**src/rtl/mem_access_ctrl.sv**
```systemverilog
// Load/store sequencer that drives a four-phase data memory and returns load data.
// Define MEM_ACCESS_CTRL_CLEAR_EN to build the zero-fill sweep (CLR state and ClearDone).
module mem_access_ctrl #(
    parameter int N = 256,
    parameter int W = 8,
    localparam int AW = $clog2(N)
) (
    input  logic          CLK,
    input  logic          Reset,
    input  logic          Req,
    input  logic          Op,
    input  logic [AW-1:0] Addr,
    input  logic [W-1:0]  WData,
    input  logic          Init,
    output logic          Ready,
    output logic          Done,
    output logic [W-1:0]  RData,
    output logic          ClearDone,
    output logic [1:0]    Counter,
    output logic [AW-1:0] DataAddr,
    output logic          ReadMem,
    output logic          WriteMem,
    output logic [W-1:0]  DataIn,
    input  logic [W-1:0]  DataOut
);

    localparam logic [AW-1:0] LAST_ADDR = AW'(N - 1);

`ifdef MEM_ACCESS_CTRL_CLEAR_EN
    typedef enum logic [1:0] {IDLE, ACC, CLR} state_t;
    logic clrdone_nxt;
`else
    typedef enum logic [1:0] {IDLE, ACC} state_t;
    logic unused_init;
    assign unused_init = Init;
`endif

    state_t        state, state_nxt;
    logic [1:0]    counter_nxt;
    logic [AW-1:0] addr_nxt;
    logic [W-1:0]  din_nxt;
    logic [W-1:0]  rdata_nxt;
    logic          rd_nxt;
    logic          wr_nxt;
    logic          done_nxt;

    assign Ready = (state == IDLE);

    // Every memory-side output is computed here and registered below, so nothing
    // reaches the memory combinationally from the core's inputs.
    always_comb begin
        state_nxt   = state;
        counter_nxt = Counter;
        addr_nxt    = DataAddr;
        din_nxt     = DataIn;
        rdata_nxt   = RData;
        rd_nxt      = ReadMem;
        wr_nxt      = WriteMem;
        done_nxt    = 1'b0;
`ifdef MEM_ACCESS_CTRL_CLEAR_EN
        clrdone_nxt = 1'b0;
`endif
        case (state)
            IDLE: begin
`ifdef MEM_ACCESS_CTRL_CLEAR_EN
                if (Init) begin
                    state_nxt   = CLR;
                    counter_nxt = 2'd0;
                    addr_nxt    = '0;
                    din_nxt     = '0;
                    rd_nxt      = 1'b0;
                    wr_nxt      = 1'b1;
                end else
`endif
                if (Req) begin
                    state_nxt   = ACC;
                    counter_nxt = 2'd0;
                    addr_nxt    = Addr;
                    din_nxt     = WData;
                    rd_nxt      = !Op;
                    wr_nxt      = Op;
                end
            end
            ACC: begin
                counter_nxt = Counter + 2'd1;
                if (Counter == 2'd3) begin
                    if (ReadMem) begin
                        rdata_nxt = DataOut;
                    end
                    rd_nxt      = 1'b0;
                    wr_nxt      = 1'b0;
                    counter_nxt = 2'd0;
                    done_nxt    = 1'b1;
                    state_nxt   = IDLE;
                end
            end
`ifdef MEM_ACCESS_CTRL_CLEAR_EN
            // One address per four phases; the address only advances at phase 3.
            CLR: begin
                counter_nxt = Counter + 2'd1;
                if (Counter == 2'd3) begin
                    counter_nxt = 2'd0;
                    if (DataAddr == LAST_ADDR) begin
                        wr_nxt      = 1'b0;
                        addr_nxt    = '0;
                        clrdone_nxt = 1'b1;
                        state_nxt   = IDLE;
                    end else begin
                        addr_nxt = DataAddr + AW'(1);
                    end
                end
            end
`endif
            default: begin
                state_nxt = IDLE;
            end
        endcase
    end

    always_ff @(posedge CLK or posedge Reset) begin
        if (Reset) begin
            state     <= IDLE;
            Counter   <= 2'd0;
            DataAddr  <= '0;
            DataIn    <= '0;
            RData     <= '0;
            ReadMem   <= 1'b0;
            WriteMem  <= 1'b0;
            Done      <= 1'b0;
`ifdef MEM_ACCESS_CTRL_CLEAR_EN
            ClearDone <= 1'b0;
`endif
        end else begin
            state     <= state_nxt;
            Counter   <= counter_nxt;
            DataAddr  <= addr_nxt;
            DataIn    <= din_nxt;
            RData     <= rdata_nxt;
            ReadMem   <= rd_nxt;
            WriteMem  <= wr_nxt;
            Done      <= done_nxt;
`ifdef MEM_ACCESS_CTRL_CLEAR_EN
            ClearDone <= clrdone_nxt;
`endif
        end
    end

`ifndef MEM_ACCESS_CTRL_CLEAR_EN
    assign ClearDone = 1'b0;
`endif

endmodule
```
**config.mk**
```make
export PLATFORM = sky130hd
export DESIGN_NAME = mem_access_ctrl
export DESIGN_NICKNAME = d
export VERILOG_FILES = /design/src/rtl/mem_access_ctrl.sv
export SDC_FILE = /design/constraint.sdc
export NUM_CORES = 1
export LEC_CHECK = 0
export BUFFER_PORTS_ARGS = -buffer_cell sky130_fd_sc_hd__buf_2
export CORE_ASPECT_RATIO = 1.4
export CORE_UTILIZATION = 45
export DETAILED_ROUTE_END_ITERATION = 10
export HOLD_SLACK_MARGIN = 0.1
export PLACE_DENSITY = 0.78
export SLEW_MARGIN = 20
export SYNTH_ARGS = -nofsm -noshare
export SYNTH_HDL_FRONTEND = slang
export SYNTH_SLANG_ARGS = --single-unit
```
**constraint.sdc**
```tcl
create_clock -name CLK -period 2.95 [get_ports CLK]
set_clock_uncertainty 0.2 [all_clocks]
set_input_delay 0.59 -clock CLK [delete_from_list [all_inputs] [get_ports CLK]]
set_output_delay 0.59 -clock CLK [all_outputs]
set_load 0.03 [all_outputs]
```
==> Yosys cells after proc, flatten, opt, wreduce, memory -nomap -nowiden <==
Cells that the tools add are included.
{ "totals": {"regBits": 31, "input_bits": 29} }
{ "op_classes": {"n_addsub": 1, "n_eq_ne": 4, "mux": 13, "reduce_logical": 8} }
{ "ops": {"columns": ["operator", "count"], "rows": [
  ["$mux W2", 4],
  ["$pmux W2 S2", 2],
  ["$reduce_and A2 Y1", 3],
  ["$reduce_and A3 Y1", 2],
  ["$mux W1", 5],
  ["$ne A2 B2 Y1 const B", 2],
  ["$pmux W1 S2", 2],
  ["$add A2 B1 Y2 const B", 1],
  ["$eq A2 B1 Y1 const B", 1],
  ["$eq A2 B2 Y1 const B", 1],
  ["$logic_not A2 Y1", 1],
  ["$reduce_bool A2 Y1", 1],
  ["$logic_not A1 Y1", 1]
]} }

==> Depth between registers and ports, before layout <==
{ "logic_depth": {"depth_word": 3, "mapped_depth": 4, "depth_no_buf": 3} }

==> Least setup slack after synthesis <==
No wires, ideal clock.
{ "synth_timing": {"kind": "register to register", "from": "reg Counter[0]", "to": "reg RData[0]", "setup_time_ns": 0.125, "arrival_time_ns": 1.256, "t_required_ns": 2.625, "setup_slack_ns": 1.369, "stages_incl_launch_ff": 4, "n_path_buf": 0, "period_less_slack_ns": 1.581, "path_cell_list": "dfrtp_1 > ha_1 > nand3_4 > mux2_2"} }
{ "synth_between": {"elab_chain_len": 2} }
{ "synth_lines": {"columns": ["element", "line", "source"], "rows": [
  ["start: declaration", "19", "output logic [1:0] Counter,"],
  ["start signal: assignment", "135", "Counter <= counter_nxt;"],
  ["$eq A2 B2 Y1", "86", "if (Counter == 2'd3) begin"],
  ["$reduce_and A3 Y1 (no line)", null, null],
  ["end signal: assignment", "138", "RData <= rdata_nxt;"],
  ["end: declaration", "17", "output logic [W-1:0] RData,"]
]} }
Every way passes these cells.
A chain may end at the register's enable or synchronous reset.

==> Final worst setup path <==
{ "layout_timing": {"from": "reg state[0]", "to": "out Ready"} }
{ "layout_between": {"elab_chain_len": 1} }
{ "layout_lines": {"columns": ["element", "line", "source"], "rows": [
  ["start: declaration", "38", "state_t state, state_nxt;"],
  ["start signal: assignment", "134", "state <= state_nxt;"],
  ["$logic_not A2 Y1", "47", "assign Ready = (state == IDLE);"],
  ["end: declaration", "15", "output logic Ready,"]
]} }
Every way passes these cells.

==> flow_summary_export.csv <==
group,metric,value,unit
die,fp.dieW,46.3,um
final_layout,drive_gt1_share,67.4,%
clock_tree,holdBufCountCts,0,
logic_synthesis,synth_area_leaders,"dfrtp_1, mux2_2, mux2_4",
setup_path,critPathLaunchType,"register",
clock_tree,path_clk_slew,0.09,ns
pwr,powerDensity,1280,mW/mm^2
setup_path,r2r_end,"DataIn[5]$_DFFE_PP0P_",
logic_synthesis,syn_inst,76,
grt,grt_first_pass_wirelength,3570,um
worst_hold_path,hold_path_class,"in -> async",
timing,max_clock_freq,511,MHz
grt,grt_overflow,0,
clock_tree,ctsResizeCount,0,
routing,viasPerCell,4.56,
timing,finalSetupViolCount,0,
setup_path,timing.rr.start,"state[0]$_DFFE_PP0P_",
routing,dr.pass1.iters,2,
pwr,p_int,1.17,mW
grt,grt_pass1_vias,852,
die,core,0.00262,mm^2
clock_tree,h-tree-depth,2,
setup_path,crit_type,"reg -> out",
placed_design,place_congestion,0.664,
logic_synthesis,syn_avg_cell_area,16.3,um^2
logic_synthesis,ys_seq_area_share,60.6,%
logic_synthesis,syn-cell-area,0.00124,mm^2
grt,grt_max_degree,31,
setup_path,arrival,1.17,ns
routing,detail-route-antenna-nets,0,
pwr,ir_drop,607,uV
placed_design,dp_hpwl,1680,um
die,die_area,0.00297,mm^2
routing,wl_met2,1190,um
timing,worst_pin_slew,0.563,ns
logic_synthesis,yosys_warnings,0,
timing,slew_headroom,62.4,%
logic_synthesis,synthMuxAreaShare,26.6,%
logic_synthesis,yosys_register_bits,30,
clock_tree,clock_path_buffers,2,
routing,met3_length,135,um
routing,num_vias,794,
routing,drt_iter0_markers,20,
timing,hold_viol_final,0,
timing,fin_crit,1.96,ns
routing,routedWlPerCell,13.1,um
pwr,p_switching,0.879,mW
clock_tree,cts_root_buf,"clkbuf_4",
clock_tree,numCtsBuffers,5,
die,die_y,64.1,um
logic_synthesis,synth_compound_area_share,1.82,%
setup_path,path_max_fanout,11,
setup_path,worstPathRequired,2.16,ns
timing,tns,0,ns
timing,fin_crit_sh,66.3,%
final_layout,final_cell_mix,"buf_2, dfrtp_1, mux2_2",
run,cap_violations,0,
logic_synthesis,synth_xor_area_share,0,%
grt,antenna_found_initial,0,
pwr,clkPwrFrac,14.4,%
routing,wl_met1,923,um
clock_tree,cts_tree,"done",
die,start_util,47.4,%
final_layout,area_growth,29.9,%
logic_synthesis,synth.distinct_cells,19,
timing,finalMaxSlewViolations,0,
routing,drc_errors,0,
logic_synthesis,synth_adder_area_share,1.01,%
placed_design,port_buffers,57,
routing,wirelength,2280,um
pwr,p_leak,0.826,nW
clock_tree,cts_num_sinks,30,
die,placementRows,22,
pwr,swShare,42.9,%
setup_path,r2r_slack,1.17,ns
die,ioPinCount,60,
logic_synthesis,synth_top_family_by_area,"multiplexers",
final_layout,layout_commonest_cell,"buf_2",
pwr,seq_power_share,36.2,%
setup_path,cp-end-kind,"output pin",
timing,rsz0062_at_grt,"false",
grt,grt_usage,16.9,%
pwr,share_comb_of_total_power,49.4,%
clock_tree,cts_setup_buffers,0,
routing,top_layer_used,"met4",
final_layout,final_util,61.5,%
logic_synthesis,synth_top_area_share,60.6,%
final_layout,diodes,0,
logic_synthesis,synthSimpleGateAreaFrac,5.35,%
setup_path,rr_worst_depth,2,
logic_synthesis,syn_nets,106,
outcome,status,"complete, no violations",
clock_tree,clk_latency,0.31,ns
logic_synthesis,yosysTopAreaCell,"dfrtp_1",
final_layout,nNetsFinal,167,
stage by stage:
stage	hold slack [ns]	cell area, um^2	power, mW	std cells	worst slack [ns]
after global placement	0.283	1530	1.73	166	1.02
after detailed placement	0.292	1530	1.77	166	0.964
after floorplan	0.467	1240	1.50	76	1.37
after global routing	0.160	1610	2.18	174	0.888
final	0.133	1610	2.05	174	0.994
after CTS	0.132	1610	2.07	174	0.977
power by group through the flow:
stage          clock network, mW  logic (mW)  registers [mW]
6_report                   0.295        1.01           0.744
3_5_place_dp                   0        1.02           0.751
4_1_cts                    0.304        1.03           0.743
3_3_place_gp                   0        1.00           0.733
5_1_grt                    0.326        1.07           0.775
2_1_floorplan                  0       0.368            1.14
kinds of logic (layout without fill, tap and decap cells):
kind of cell    after synthesis  count (layout)
buf+inv                       6              68
compound gates                3               3
simple gates                  9               9
mux                          26              26
fa+ha+maj                     1               1
other cells                   1               1
flops                        30              30
flip-flops by register name, summed over array words and instances (netlist names):
| name | count |
|---|---|
| WriteMem | 1 |
| DataIn | 8 |
| ReadMem | 1 |
| state | 1 |
| RData | 8 |
| DataAddr | 8 |
| Done | 1 |
| Counter | 2 |
cell usage after synthesis:
cell type / instances
and2_1: 2
nor2_1: 3
o32ai_1: 1
buf_4: 2
ha_1: 1
dfrtp_1: 30
nand3_4: 1
buf_6: 1
mux2_2: 15
nor2b_4: 1
buf_12: 1
a22o_1: 1
o21ai_0: 1
mux2_4: 10
conb_1: 1
nand3b_1: 1
nand2_1: 1
inv_1: 2
mux2i_1: 1
per-layer routing:
layer | vias up | global-route usage [%]
met5 | - | 0
met4 | 0 | 7.35
met3 | 5 | 5.93
met2 | 36 | 28.0
met1 | 373 | 18.5
li1 | 380 | -
worst max-delay path, cell delays in order, from the launching register on:
cell and delay, ns:
dfrtp_1 0.60, inv_1 0.07, buf_2 0.18
area by class of cell:
| class | count | area (um^2) |
|---|---|---|
| fillers | 218 | 1010 |
| flip-flops and latches | 30 | 751 |
| multi-input cells | 40 | 434 |
| repair buffers | 58 | 293 |
| clock buffers | 8 | 78.8 |
| well taps | 36 | 45.0 |
| inverters | 2 | 7.51 |
how the worst max path moves through the flow:
stage / start / to / slack (ns) / cells past startpoint
after detailed placement: Req / DataIn[5]$_DFFE_PP0P_ / 0.96 / 3
after global routing: state[0]$_DFFE_PP0P_ / Ready / 0.89 / 2
after floorplan: Counter[0]$_DFFE_PP0P_ / RData[0]$_DFFE_PP0P_ / 1.37 / 3
final: state[0]$_DFFE_PP0P_ / Ready / 0.99 / 2
after CTS: state[0]$_DFFE_PP0P_ / Ready / 0.98 / 2
after global placement: Req / DataIn[6]$_DFFE_PP0P_ / 1.02 / 3
(Power assumes the default switching activity.)
